$ cat src/rtl/shop_pkg.sv
// Shared types and constants for the shop wallet controller slice.
package shop_pkg;

   localparam int CREDIT_W   = 10;
   localparam int ACTION_W   = 3;
   localparam int CREDIT_MAX = 1023;

   localparam logic [1:0] RES_OK      = 2'd0;
   localparam logic [1:0] RES_INVALID = 2'd1;
   localparam logic [1:0] RES_CREDIT  = 2'd2;
   localparam logic [1:0] RES_STOCK   = 2'd3;

   typedef enum logic [1:0] {
      ST_IDLE   = 2'd0,
      ST_ISSUE  = 2'd1,
      ST_SETTLE = 2'd2
   } wallet_state_t;

   // 11-bit add, clamped to the largest credit value
   function automatic logic [CREDIT_W-1:0] sat_add(input logic [CREDIT_W-1:0] a,
                                                   input logic [CREDIT_W-1:0] b);
      logic [CREDIT_W:0] sum;
      sum = {1'b0, a} + {1'b0, b};
      return sum[CREDIT_W] ? CREDIT_W'(CREDIT_MAX) : sum[CREDIT_W-1:0];
   endfunction

endpackage

$ cat src/rtl/shop_wallet_ctrl_if.sv
// Wallet controller <-> shop stage bus. The controller is the master.
interface shop_wallet_ctrl_if;
   import shop_pkg::*;

   logic                buy_valid;
   logic [ACTION_W-1:0] action_number;
   logic [CREDIT_W-1:0] credit_in;
   logic                purchase_success;
   logic                err_invalid_action;
   logic                err_credit;
   logic                err_out_of_stock;
   logic [CREDIT_W-1:0] credit_out;

   modport master (
      output buy_valid, action_number, credit_in,
      input  purchase_success, err_invalid_action, err_credit, err_out_of_stock, credit_out
   );

   modport slave (
      input  buy_valid, action_number, credit_in,
      output purchase_success, err_invalid_action, err_credit, err_out_of_stock, credit_out
   );

endinterface

$ cat src/rtl/shop_req_fifo.sv
// Buy-request FIFO: FIFO_DEPTH entries of one action number each.
// Supports push and pop in the same cycle; the owner never pushes when full
// or pops when empty.
module shop_req_fifo
   import shop_pkg::*;
#(
   parameter int FIFO_DEPTH = 4
) (
   input  logic                        clk,
   input  logic                        rst,
   input  logic                        push,
   input  logic [ACTION_W-1:0]         push_data,
   input  logic                        pop,
   output logic [ACTION_W-1:0]         head,
   output logic [$clog2(FIFO_DEPTH):0] count
);

   localparam int PTR_W = $clog2(FIFO_DEPTH);

   logic [ACTION_W-1:0] mem [FIFO_DEPTH];
   logic [PTR_W-1:0]    wr_ptr;
   logic [PTR_W-1:0]    rd_ptr;

   // pointers wrap naturally because the depth is a power of two
   always_ff @(posedge clk) begin
      if (rst) begin
         wr_ptr <= '0;
         rd_ptr <= '0;
         count  <= '0;
      end else begin
         if (push) begin
            mem[wr_ptr] <= push_data;
            wr_ptr      <= wr_ptr + 1'b1;
         end
         if (pop) begin
            rd_ptr <= rd_ptr + 1'b1;
         end
         if (push && !pop) begin
            count <= count + 1'b1;
         end else if (pop && !push) begin
            count <= count - 1'b1;
         end
      end
   end

   assign head = mem[rd_ptr];

endmodule

$ cat src/rtl/shop_wallet_ctrl.sv
// Wallet controller in front of the shop stage: queues buy requests, issues
// them one at a time, writes the shop's returned credit back and merges
// earned credit with saturation.
// Optional: define WALLET_STATS_EN to add success_cnt / fail_cnt outputs.
//
// state     | meaning
// ----------+------------------------------------------------------------
// ST_IDLE   | flush earn_pending into wallet; pop next request if any
// ST_ISSUE  | buy_valid high; wallet frozen; shop flags captured
// ST_SETTLE | wallet <= credit_out + earn_pending; result pulse next cycle
module shop_wallet_ctrl
   import shop_pkg::*;
#(
   parameter int                  FIFO_DEPTH  = 4,
   parameter logic [CREDIT_W-1:0] INIT_CREDIT = 10'd200
) (
   input  logic                        clk,
   input  logic                        rst,
   input  logic                        req_valid,
   output logic                        req_ready,
   input  logic [ACTION_W-1:0]         req_action,
   input  logic                        earn_valid,
   input  logic [CREDIT_W-1:0]         earn_amount,
   shop_wallet_ctrl_if.master          shop,
   output logic [CREDIT_W-1:0]         wallet,
   output logic                        result_valid,
   output logic [1:0]                  result_code,
   output logic [ACTION_W-1:0]         result_action,
   output logic [$clog2(FIFO_DEPTH):0] fifo_count
`ifdef WALLET_STATS_EN
   ,
   output logic [7:0]                  success_cnt,
   output logic [7:0]                  fail_cnt
`endif
);

   localparam int                   CNT_W     = $clog2(FIFO_DEPTH) + 1;
   localparam logic [CNT_W-1:0]     DEPTH_CNT = CNT_W'(FIFO_DEPTH);

   wallet_state_t       state;
   wallet_state_t       state_nxt;
   logic [CREDIT_W-1:0] earn_pending;
   logic                push;
   logic                pop;
   logic [ACTION_W-1:0] fifo_head;
   logic [1:0]          flag_code;

   assign req_ready      = (fifo_count < DEPTH_CNT);
   assign push           = req_valid && req_ready;
   assign pop            = (state == ST_IDLE) && (fifo_count != '0);
   assign shop.credit_in = wallet;

   shop_req_fifo #(
      .FIFO_DEPTH (FIFO_DEPTH)
   ) u_fifo (
      .clk       (clk),
      .rst       (rst),
      .push      (push),
      .push_data (req_action),
      .pop       (pop),
      .head      (fifo_head),
      .count     (fifo_count)
   );

   // state register
   always_ff @(posedge clk) begin
      if (rst) begin
         state <= ST_IDLE;
      end else begin
         state <= state_nxt;
      end
   end

   // next state; buy_valid is high for the single ISSUE cycle
   always_comb begin
      state_nxt      = state;
      shop.buy_valid = 1'b0;
      case (state)
         ST_IDLE: begin
            if (fifo_count != '0) begin
               state_nxt = ST_ISSUE;
            end
         end
         ST_ISSUE: begin
            shop.buy_valid = 1'b1;
            state_nxt      = ST_SETTLE;
         end
         ST_SETTLE: begin
            state_nxt = ST_IDLE;
         end
         default: begin
            state_nxt = ST_IDLE;
         end
      endcase
   end

   // shop flag priority: success > invalid > credit > stock, none reads as OK
   always_comb begin
      flag_code = RES_OK;
      if (shop.purchase_success) begin
         flag_code = RES_OK;
      end else if (shop.err_invalid_action) begin
         flag_code = RES_INVALID;
      end else if (shop.err_credit) begin
         flag_code = RES_CREDIT;
      end else if (shop.err_out_of_stock) begin
         flag_code = RES_STOCK;
      end
   end

   // wallet, earn accumulator, issued action and result registers
   always_ff @(posedge clk) begin
      if (rst) begin
         wallet             <= INIT_CREDIT;
         earn_pending       <= '0;
         shop.action_number <= '0;
         result_valid       <= 1'b0;
         result_code        <= RES_OK;
         result_action      <= '0;
      end else begin
         result_valid <= 1'b0;
         case (state)
            ST_IDLE: begin
               // an earn arriving in a flush cycle becomes the new pending value
               wallet       <= sat_add(wallet, earn_pending);
               earn_pending <= earn_valid ? earn_amount : '0;
               if (pop) begin
                  shop.action_number <= fifo_head;
               end
            end
            ST_ISSUE: begin
               result_code <= flag_code;
               if (earn_valid) begin
                  earn_pending <= sat_add(earn_pending, earn_amount);
               end
            end
            ST_SETTLE: begin
               // credit_out equals credit_in on a failed purchase
               wallet        <= sat_add(shop.credit_out, earn_pending);
               earn_pending  <= earn_valid ? earn_amount : '0;
               result_valid  <= 1'b1;
               result_action <= shop.action_number;
            end
            default: begin
            end
         endcase
      end
   end

`ifdef WALLET_STATS_EN
   // saturating outcome counters
   always_ff @(posedge clk) begin
      if (rst) begin
         success_cnt <= '0;
         fail_cnt    <= '0;
      end else if (result_valid) begin
         if (result_code == RES_OK) begin
            if (success_cnt != 8'hFF) begin
               success_cnt <= success_cnt + 1'b1;
            end
         end else if (fail_cnt != 8'hFF) begin
            fail_cnt <= fail_cnt + 1'b1;
         end
      end
   end
`endif

endmodule
$ cat src/flat_wrapper.sv
// flat-port wrapper written by rule: the top's interface ports become plain ports
module shop_wallet_ctrl_flat import shop_pkg::*;
#(
   parameter int                  FIFO_DEPTH  = 4,
   parameter logic [CREDIT_W-1:0] INIT_CREDIT = 10'd200
)
  (clk, rst, req_valid, req_ready, req_action, earn_valid, earn_amount, wallet, result_valid, result_code, result_action, fifo_count, shop_buy_valid, shop_action_number, shop_credit_in, shop_purchase_success, shop_err_invalid_action, shop_err_credit, shop_err_out_of_stock, shop_credit_out);
  shop_wallet_ctrl_if shop_i ();
  input  logic clk;
  input  logic rst;
  input  logic req_valid;
  output logic req_ready;
  input  logic [ACTION_W-1:0] req_action;
  input  logic earn_valid;
  input  logic [CREDIT_W-1:0] earn_amount;
  output logic [CREDIT_W-1:0] wallet;
  output logic result_valid;
  output logic [1:0] result_code;
  output logic [ACTION_W-1:0] result_action;
  output logic [$clog2(FIFO_DEPTH):0] fifo_count;
  output wire logic [$bits(shop_i.buy_valid)-1:0] shop_buy_valid;
  output wire logic [$bits(shop_i.action_number)-1:0] shop_action_number;
  output wire logic [$bits(shop_i.credit_in)-1:0] shop_credit_in;
  input wire logic [$bits(shop_i.purchase_success)-1:0] shop_purchase_success;
  input wire logic [$bits(shop_i.err_invalid_action)-1:0] shop_err_invalid_action;
  input wire logic [$bits(shop_i.err_credit)-1:0] shop_err_credit;
  input wire logic [$bits(shop_i.err_out_of_stock)-1:0] shop_err_out_of_stock;
  input wire logic [$bits(shop_i.credit_out)-1:0] shop_credit_out;
  assign shop_buy_valid = shop_i.buy_valid;
  assign shop_action_number = shop_i.action_number;
  assign shop_credit_in = shop_i.credit_in;
  assign shop_i.purchase_success = shop_purchase_success;
  assign shop_i.err_invalid_action = shop_err_invalid_action;
  assign shop_i.err_credit = shop_err_credit;
  assign shop_i.err_out_of_stock = shop_err_out_of_stock;
  assign shop_i.credit_out = shop_credit_out;
  shop_wallet_ctrl #(.FIFO_DEPTH(FIFO_DEPTH), .INIT_CREDIT(INIT_CREDIT)) u_core (.clk(clk), .rst(rst), .req_valid(req_valid), .req_ready(req_ready), .req_action(req_action), .earn_valid(earn_valid), .earn_amount(earn_amount), .shop(shop_i), .wallet(wallet), .result_valid(result_valid), .result_code(result_code), .result_action(result_action), .fifo_count(fifo_count));
endmodule
$ cat config.mk
export PLATFORM = sky130hd
export DESIGN_NAME = shop_wallet_ctrl_flat
export DESIGN_NICKNAME = d
export VERILOG_FILES = /design/src/rtl/shop_pkg.sv /design/src/rtl/shop_wallet_ctrl_if.sv /design/src/rtl/shop_req_fifo.sv /design/src/rtl/shop_wallet_ctrl.sv /design/src/flat_wrapper.sv
export SDC_FILE = /design/constraint.sdc
export NUM_CORES = 1
export LEC_CHECK = 0
export ABC_AREA = 1
export ABC_CLOCK_PERIOD_IN_PS = 2900
export CORE_MARGIN = 5
export CORE_UTILIZATION = 30
export DETAILED_ROUTE_END_ITERATION = 12
export GPL_TIMING_DRIVEN = 0
export SLEW_MARGIN = 20
export SYNTH_ARGS = -nofsm -noshare
export SYNTH_HDL_FRONTEND = slang
export SYNTH_SLANG_ARGS = --single-unit
$ cat constraint.sdc
create_clock -name clk -period 2.9 [get_ports clk]
set_clock_uncertainty 0.05 [all_clocks]
set_input_delay 0.29 -clock clk [delete_from_list [all_inputs] [get_ports clk]]
set_output_delay 0.29 -clock clk [all_outputs]
set_load 0.05 [all_outputs]
==> results of run 1 <==
[power by group through the flow]
stage / clock, uW / combinational, uW / sequential (uW)
finish: 683 / 2760 / 1090
global route: 724 / 3090 / 1120
CTS: 693 / 2770 / 1090
detailed placement: 0 / 2760 / 1110
global placement: 0 / 2720 / 1100
floorplan: 0 / 1770 / 1350
[worst max-delay path, stage by stage (launching register included)]
cell     delay (ns)
dfxtp_1        0.35
o31ai_1        0.60
ha_1           0.26
inv_1          0.07
fa_1           0.38
a21oi_1        0.14
o21ai_0        0.11
o21ai_0        0.15
a21oi_1        0.05
[path summary, 6_finish.rpt]
path                                    endpoint                                 from  depth (start not counted)
max reg2reg  u_core.u_fifo.count[2]$_SDFFE_PP0P_  u_core.u_fifo.count[1]$_SDFFE_PP0P_                          8
min reg2reg   u_core.result_code[1]$_SDFFE_PP0P_   u_core.result_code[1]$_SDFFE_PP0P_                          2
max          u_core.u_fifo.count[2]$_SDFFE_PP0P_  u_core.u_fifo.count[1]$_SDFFE_PP0P_                          8
min           u_core.result_code[1]$_SDFFE_PP0P_   u_core.result_code[1]$_SDFFE_PP0P_                          2
[through the flow]
stage               power (uW)  area [sq um]
floorplan                 3130          3720
global placement          3820          4570
global route              4930          4750
CTS                       4560          4750
detailed placement        3860          4570
finish                    4540          4750
[cells by family (layout without fill, tap and decap cells)]
logic type	Yosys count	after routing
AO/OA/AOI/OAI	100	100
XOR/XNOR	17	17
adder cells (fa/ha/maj)	39	39
buffers and inverters	83	155
flip-flops	50	50
AND/OR/NAND/NOR	246	246
[registers in the layout (all words and copies together) (netlist names), 3 cells and up]
register	flops
u_core.earn_pending	10
u_core.result_action	3
u_core.shop.action_number	3
u_core.shop.credit_in	10
u_core.u_fifo.count	3
u_core.u_fifo.mem	12
[area by class of cell]
class	instances	area share [%]
plain buffers	22	3.00
clock buffers	5	2.64
clock inverters	3	1.03
inverters	61	4.82
multi-input cells	402	47.0
flip-flops and latches	50	23.6
well taps	168	4.43
repair buffers	64	13.5
[cells in the final DEF, fill, tap and decap left out, types with 2 or more instances in the layout]
| cell type | instances |
|---|---|
| clkbuf_1 | 8 |
| a21oi_1 | 32 |
| inv_2 | 2 |
| nand3_1 | 40 |
| a21oi_2 | 2 |
| nand2_1 | 131 |
| dfxtp_1 | 38 |
| buf_4 | 10 |
| nand4_1 | 6 |
| clkdlybuf4s50_1 | 64 |
| nor2_1 | 60 |
| buf_6 | 3 |
| a31oi_1 | 11 |
| clkbuf_16 | 5 |
| xor2_1 | 10 |
| fa_1 | 4 |
| ha_1 | 35 |
| xnor2_1 | 7 |
| nand3_2 | 3 |
| edfxtp_1 | 12 |
| o21ai_0 | 50 |
| inv_1 | 59 |
[layer usage]
metal	track usage (%)	vias up
li1	-	1891
met1	16.1	1606
met3	2.00	13
met2	22.8	62
met4	4.69	0
met5	0	-
==> results.yml, run 1 <==
synthesis:
  syn-num-nets: 605
  yosys_warnings: 0
  yosys.area.top_type: "dfxtp_1"
  ys_types: 32
  synthXorXnorAreaFrac_pct: 4.00
  synth_area_leaders: "dfxtp_1, nand2_1, ha_1"
  syn-instance-count: 535
  synthMostInstantiatedCell: "nand2_1"
  ys_top_cells_by_count: "nand2_1, nor2_1, inv_1"
  synth_compound_area_share_pct: 14.4
  synthAdderAreaFrac_pct: 13.9
  netlist.area_leader.share_pct: 20.4
  synth_top_family_by_area: "simple AND/OR/NAND/NOR gates"
  ys.flop_type: "dfxtp_1"
  synthArstFlopShare_pct: 0
  synth_area_sq_um: 3720
  ys_seq_area_share_pct: 30.1
  synth_seq_cells: 50
  synthMuxAreaShare_pct: 0
  syn_area_per_cell_sq_um: 6.96
  synth_simple_gate_area_share_pct: 27.6
  synth_edf_count: 12
drt:
  m1WireLength_um: 4580
  wl_per_cell_um: 12.4
  avgViaCountPerCell: 4.61
  dr_wl_met3_um: 361
  routed_wl_um: 9630
  wl_met2_um: 4520
  postRouteAntennaNets: 0
  vias: 3572
  routed.top_layer: "met4"
  first_pass_iters: 4
  drtIter0Drc: 149
  post-route-drc-count: 0
global_route:
  overflow: 0
  track_usage_pct: 13.0
  grt_pass1_wl_um: 15800
  antenna_found_initial: 0
  grt_max_degree: 18
  grt_pass1_vias: 3525
die:
  coreArea_sq_um: 12100
  initial_core_util_pct: 30.7
  die_h_um: 121
  pin_count: 65
  dieArea_sq_um: 14700
  die_width_um: 121
  num_rows: 40
power_and_ir_drop:
  power.switching_uw: 2210
  clock_power_share_pct: 15.1
  pwr-share-seq_pct: 24.1
  p_comb_share_pct: 60.9
  p_leak_uw: 0.00223
  swShare_pct: 48.6
  p_int_uw: 2330
  p_per_area_nw_per_um2: 955
  vdd_drop_max_v: 0.000451
sta:
  slew_headroom_pct: 56.2
  setup_ws_ns: 0.637
  finalSetupViolCount: 0
  whs_ns: 0.418
  fmax_mhz: 442
  min_period_ns: 2.26
  hold_violations: 0
  tightest_slew_ns: 0.652
  rsz0062_at_grt: "no"
  tns_ns: 0
  maxSlewViolCount: 0
  min_period_over_period_pct: 78.0
placed_design:
  dpl.cell_count: 767
  preCtsSetupSlack_ns: 0.357
  io_buffers: 64
  gp_congestion: 0.883
  hpwlAfterDp_um: 8000
critical_path:
  cp.arrival_ns: 2.39
  crit_path_end_kind: "flip-flop"
  rrSetupSlack_ns: 0.64
  required_ns: 3.03
  crit_type: "flip-flop to flip-flop"
  crit_path_max_fanout: 4
  critPathLaunchType: "flip-flop"
clock_tree:
  clk_latency_ns: 0.29
  cts_root_buffer: "clkbuf_16"
  cts_setup_buffers: 0
  cts_max_level: 2
  clk_pin_slew_ns: 0.07
  cts-buffers-inserted: 5
  clockBufferDepth: 2
  cts_tree: "yes"
  holdBufCountCts: 0
  clock_sinks: 50
  cts_resized: 0
run:
  maxCapViolCount: 0
cells_and_area:
  fin_nets: 676
  area_growth_syn_to_layout_pct: 27.5
  post-route-util_pct: 39.2
  multi_input_area_sq_um: 2230
  regArea_sq_um: 1120
  drive_gt1_share_pct: 5.44
  final_cells: 775
  n_fill_cell: 1318
  n_antenna_cell: 0
worst_hold_path:
  hold_path.class: "flip-flop to flip-flop"
outcome:
  status: "completed"
(Power assumes the default switching activity.)
==> run 2, diff against run 1 <==
Settings changed: ABC_CLOCK_PERIOD_IN_PS 2900 to 1900.
Clock period 2.9 ns to 1.9 ns, I/O delays scaled along.
==> results.yml, run 2 (synthesis results as in run 1) <==
drt:
  routed_wl_um: 10100
  post-route-drc-count: 0
  drtIter0Drc: 194
  wl_per_cell_um: 12.8
  avgViaCountPerCell: 4.63
  postRouteAntennaNets: 0
  vias: 3642
  first_pass_iters: 4
global_route:
  grt_pass1_vias: 3517
  overflow: 0
  antenna_found_initial: 0
  grt_max_degree: 19
  grt_pass1_wl_um: 15800
  track_usage_pct: 13.0
sta:
  rsz0062_at_grt: "yes"
  setup_ws_ns: 0.0288
  hold_violations: 0
  fmax_mhz: 534
  tightest_slew_ns: 0.546
  maxSlewViolCount: 0
  slew_headroom_pct: 63.5
  min_period_ns: 1.87
  finalSetupViolCount: 0
  min_period_over_period_pct: 98.5
critical_path:
  r2r-start: "u_core.earn_pending[0]$_SDFFE_PP0P_"
  crit_path_end_kind: "flip-flop"
  worst_r2r_path_depth: 12
  crit_type: "flip-flop to flip-flop"
  rrSetupSlack_ns: 0.03
  required_ns: 2.03
  reg2reg_to: "u_core.earn_pending[8]$_SDFFE_PP0P_"
  crit_path_max_fanout: 8
  cp.arrival_ns: 2.00
  critPathLaunchType: "flip-flop"
cells_and_area:
  final_common_cell: "nand2_1"
  final_cell_mix: "nand2_1, nor2_1, clkdlybuf4s50_1"
  final_cells: 786
  n_fill_cell: 1234
  fin_nets: 687
  regMostFlops: "u_core.u_fifo.mem"
  stdcell_area_sq_um: 5100
  post-route-util_pct: 42.1
  drive_gt1_share_pct: 17.8
  n_antenna_cell: 0
  largest_register_ffs: 12
  area_growth_syn_to_layout_pct: 36.9
clock_tree:
  clock_sinks: 50
  cts_max_level: 2
  clockBufferDepth: 2
  cts-buffers-inserted: 5
  cts_tree: "yes"
  clk_pin_slew_ns: 0.07
  cts_root_buffer: "clkbuf_16"
  clk_latency_ns: 0.29
die:
  coreArea_sq_um: 12100
  dieArea_sq_um: 14700
  die_width_um: 121
  pin_count: 65
  die_h_um: 121
  initial_core_util_pct: 30.7
  num_rows: 40
placed_design:
  hpwlAfterDp_um: 7960
  preCtsSetupSlack_ns: -0.535
  io_buffers: 64
  gp_congestion: 0.900
  place_area_sq_um: 4610
  dpl.cell_count: 767
power_and_ir_drop:
  vdd_drop_max_v: 0.000665
  p_leak_uw: 0.00233
  p_per_area_nw_per_um2: 1450
outcome:
  status: "completed"
worst_hold_path:
  worstHoldPathCells: 3
  holdPathEnd: "u_core.earn_pending[0]$_SDFFE_PP0P_"
  hold_path.class: "input pin to flip-flop"
  min_from: "earn_amount[0]"
run:
  maxCapViolCount: 0
==> run 2: cell count changes in the layout (fill, tap and decap cells not counted), moves of 8 or more <==
cell	before	now
ha_1	35	20
nand2_1	131	123
dfxtp_2	0	13
ha_4	0	8
dfxtp_1	38	20
buf_4	10	23
==> run 2: critical path, stage by stage (launching register included) <==
cell and delay [ns]:
dfxtp_4 0.37, ha_4 0.17, fa_2 0.40, nand3_2 0.09
nand2_2 0.07, nand2_2 0.06, nand2_2 0.05, nand2_2 0.09
nand2_4 0.09, inv_6 0.09, nand3_4 0.06, a21oi_2 0.13
nor2_1 0.04
==> run 2: how the worst max path moves through the flow <==
stage                                   startpoint                                   to
6_report       u_core.earn_pending[0]$_SDFFE_PP0P_  u_core.earn_pending[8]$_SDFFE_PP0P_
3_5_place_dp                        earn_amount[0]  u_core.earn_pending[8]$_SDFFE_PP0P_
2_1_floorplan  u_core.u_fifo.count[2]$_SDFFE_PP0P_  u_core.u_fifo.count[1]$_SDFFE_PP0P_
5_1_grt        u_core.earn_pending[0]$_SDFFE_PP0P_  u_core.earn_pending[8]$_SDFFE_PP0P_
3_3_place_gp                        earn_amount[0]  u_core.earn_pending[8]$_SDFFE_PP0P_
4_1_cts                             earn_amount[0]  u_core.earn_pending[8]$_SDFFE_PP0P_
==> run 2: power breakdown <==
group	total (uW)	switching, uW	internal [uW]
Combinational	4690	2820	1870
Sequential	1760	361	1400
Clock	917	414	502
==> run 2: repair_timing <==
action,in CTS,in global routing
pin swaps,2,14
gates cloned,0,1
hold buffers,0,0
gates resized for setup,8,64
setup buffers,4,7
endpoints found under the setup margin,26,24
endpoints found under the hold margin,0,0
==> run 2: area by class of cell <==
type | instances | area, sq um | area share, %
buffer | 21 | 139 | 2.72
inverter | 61 | 238 | 4.66
clock inverter | 3 | 28.8 | 0.565
clock buffer | 5 | 125 | 2.45
sequential | 50 | 1160 | 22.7
timing repair buffer | 75 | 723 | 14.2
tap | 168 | 210 | 4.12
multi-input combinational | 403 | 2480 | 48.6
==> run 2: metrics by stage <==
stage	TNS (ns)	total power (uW)	hold slack [ns]
2_1_floorplan	-0.0907	4850	0.237
3_3_place_gp	-9.81	5910	0.412
3_5_place_dp	-10.87	5970	0.421
4_1_cts	-0.442	6950	0.432
5_1_grt	-0.690	7980	0.272
6_report	0	7370	0.238
==> run 2: routing by layer <==
| metal | GRT usage (%) | up-vias | share of wire [%] |
|---|---|---|---|
| met3 | 1.96 | 16 | 3.8 |
| met4 | 4.55 | 0 | 1.7 |
| met2 | 22.9 | 76 | 48 |
| met1 | 16.2 | 1628 | 46 |
| met5 | 0 | - | 0 |
| li1 | - | 1922 | - |
==> run 3, diff against run 2 <==
Settings changed: CORE_ASPECT_RATIO from default to 0.75.
==> results.yml, run 3 (synthesis results as in run 1) <==
sta:
  tightest_slew_ns: 0.593
  hold_violations: 0
  rsz0062_at_grt: "yes"
  finalSetupViolCount: 2
  tns_ns: -0.0449
  fmax_mhz: 516
  min_period_ns: 1.94
  min_period_over_period_pct: 102
  setup_ws_ns: -0.0380
  maxSlewViolCount: 0
  slew_headroom_pct: 60.4
critical_path:
  cp.arrival_ns: 2.08
  cp_common_cell: "nand2_2"
  required_ns: 2.04
  crit_path_max_fanout: 8
  critPathMaxStageDelay_ns: 0.40
  crit_path_end_kind: "flip-flop"
  crit_slowest_cell: "fa_2"
  critPathLaunchType: "flip-flop"
  crit_type: "flip-flop to flip-flop"
  crit_chain: "ha_4 -> fa_2 -> nand3_2 -> nand2_2 -> nand2_2 -> nand2_2 -> nand2_2 -> nand2_4 -> inv_4 -> nand3_2 -> a21oi_2 -> nor2_1"
cells_and_area:
  final_cells: 780
  area_growth_syn_to_layout_pct: 36.2
  n_antenna_cell: 0
  fin_nets: 683
  largest_register_ffs: 12
  drive_gt1_share_pct: 16.8
  final_cell_mix: "nand2_1, nor2_1, clkdlybuf4s50_1"
  post-route-util_pct: 41.5
  regMostFlops: "u_core.u_fifo.mem"
  final_common_cell: "nand2_1"
  n_fill_cell: 1221
clock_tree:
  cts-buffers-inserted: 5
  clock_sinks: 50
  cts_root_buffer: "clkbuf_16"
  clockBufferDepth: 2
  clk_latency_ns: 0.30
  cts_max_level: 2
  cts_tree: "yes"
  clk_pin_slew_ns: 0.07
power_and_ir_drop:
  vdd_drop_max_v: 0.000677
  p_per_area_nw_per_um2: 1460
  p_leak_uw: 0.00232
  p_int_uw: 3740
  p_comb_share_pct: 63.0
  swShare_pct: 49.4
  clock_power_share_pct: 12.7
  power.switching_uw: 3650
  pwr-share-seq_pct: 24.3
global_route:
  grt_pass1_wl_um: 16300
  overflow: 0
  antenna_found_initial: 0
  grt_max_degree: 19
  track_usage_pct: 13.4
  grt_pass1_vias: 3441
worst_hold_path:
  hold_path.class: "input pin to flip-flop"
outcome:
  status: "finished, violations left"
  violations: "negative setup slack"
placed_design:
  preCtsSetupSlack_ns: -0.503
  io_buffers: 64
  dpl.cell_count: 765
  gp_congestion: 0.836
  hpwlAfterDp_um: 8180
drt:
  post-route-drc-count: 0
  wl_per_cell_um: 13.4
  first_pass_iters: 4
  drtIter0Drc: 197
  postRouteAntennaNets: 0
  vias: 3696
  routed_wl_um: 10400
  avgViaCountPerCell: 4.74
die:
  pin_count: 65
  num_rows: 35
  coreArea_sq_um: 12200
  die_width_um: 139
  initial_core_util_pct: 30.5
  die_h_um: 106
  dieArea_sq_um: 14800
run:
  maxCapViolCount: 0
## run 3: cell types whose count changed in the layout (fill, tap and decap cells not counted), moves of 2 or more
cell / change
ha_2: -2
clkdlybuf4s50_1: +2
a21oi_1: +2
dfxtp_1: -2
o21ai_2: +2
buf_4: -7
dfxtp_4: +3
nand3_1: -2
a21oi_2: -3
ha_1: +3
## run 3: path summary, 6_finish.rpt
path | from | endpoint | slack [ns] | cells after the start
setup / recovery | u_core.earn_pending[0]$_SDFFE_PP0P_ | u_core.earn_pending[8]$_SDFFE_PP0P_ | -0.04 | 12
setup reg to reg | u_core.earn_pending[0]$_SDFFE_PP0P_ | u_core.earn_pending[8]$_SDFFE_PP0P_ | -0.04 | 12
hold / removal | earn_amount[0] | u_core.earn_pending[0]$_SDFFE_PP0P_ | 0.21 | 3
hold reg to reg | u_core.result_code[1]$_SDFFE_PP0P_ | u_core.result_code[1]$_SDFFE_PP0P_ | 0.43 | 2
## run 3: metal layers
metal  vias up  GRT usage, %  part of all wire (%)
li1       1915             -                     -
met1      1687          18.3                    49
met2        81          21.8                    45
met3        13          3.06                   4.2
met4         0          3.14                   1.5
met5         -             0                     0
## run 3: layout make-up
class	count	area [sq um]	area share (%)
inverter	61	235	4.64
sequential	50	1170	23.0
clock buffer	5	125	2.47
clock inverter	3	28.8	0.567
multi-input combinational	403	2470	48.8
timing repair buffer	70	691	13.6
buffer	22	144	2.84
tap	166	208	4.10
## run 3: critical path, delay by kind of cell (launching register included)
kind | cells | cell delay, ns
and+or+nand+nor | 8 | 0.58
buffers and inverters | 1 | 0.10
AOI/OAI and AO/OA | 1 | 0.14
DFF | 1 | 0.37
adders and majority gates | 2 | 0.57
## run 3: timing repair
item	4_1_cts	5_1_grt
cloned	1	0
gates resized for setup	17	60
pin swaps	2	11
endpoints found under the setup margin	20	36
hold buffers	0	0
buffers inserted	2	4
## run 3: per-stage QoR
| stage | hold slack (ns) | area, sq um | total power (uW) |
|---|---|---|---|
| 2_1_floorplan | 0.237 | 3760 | 4850 |
| 3_3_place_gp | 0.413 | 4610 | 5940 |
| 3_5_place_dp | 0.416 | 4610 | 6000 |
| 4_1_cts | 0.429 | 4820 | 7020 |
| 5_1_grt | 0.225 | 5070 | 8000 |
| 6_report | 0.210 | 5070 | 7390 |
## run 3: power by group through the flow
stage	Clock (uW)	Sequential (uW)	Combinational, uW
after floorplan	0	2100	2750
after global placement	0	1720	4210
after detailed placement	0	1730	4260
after CTS	962	1720	4340
after global routing	1010	1850	5140
final	939	1800	4660
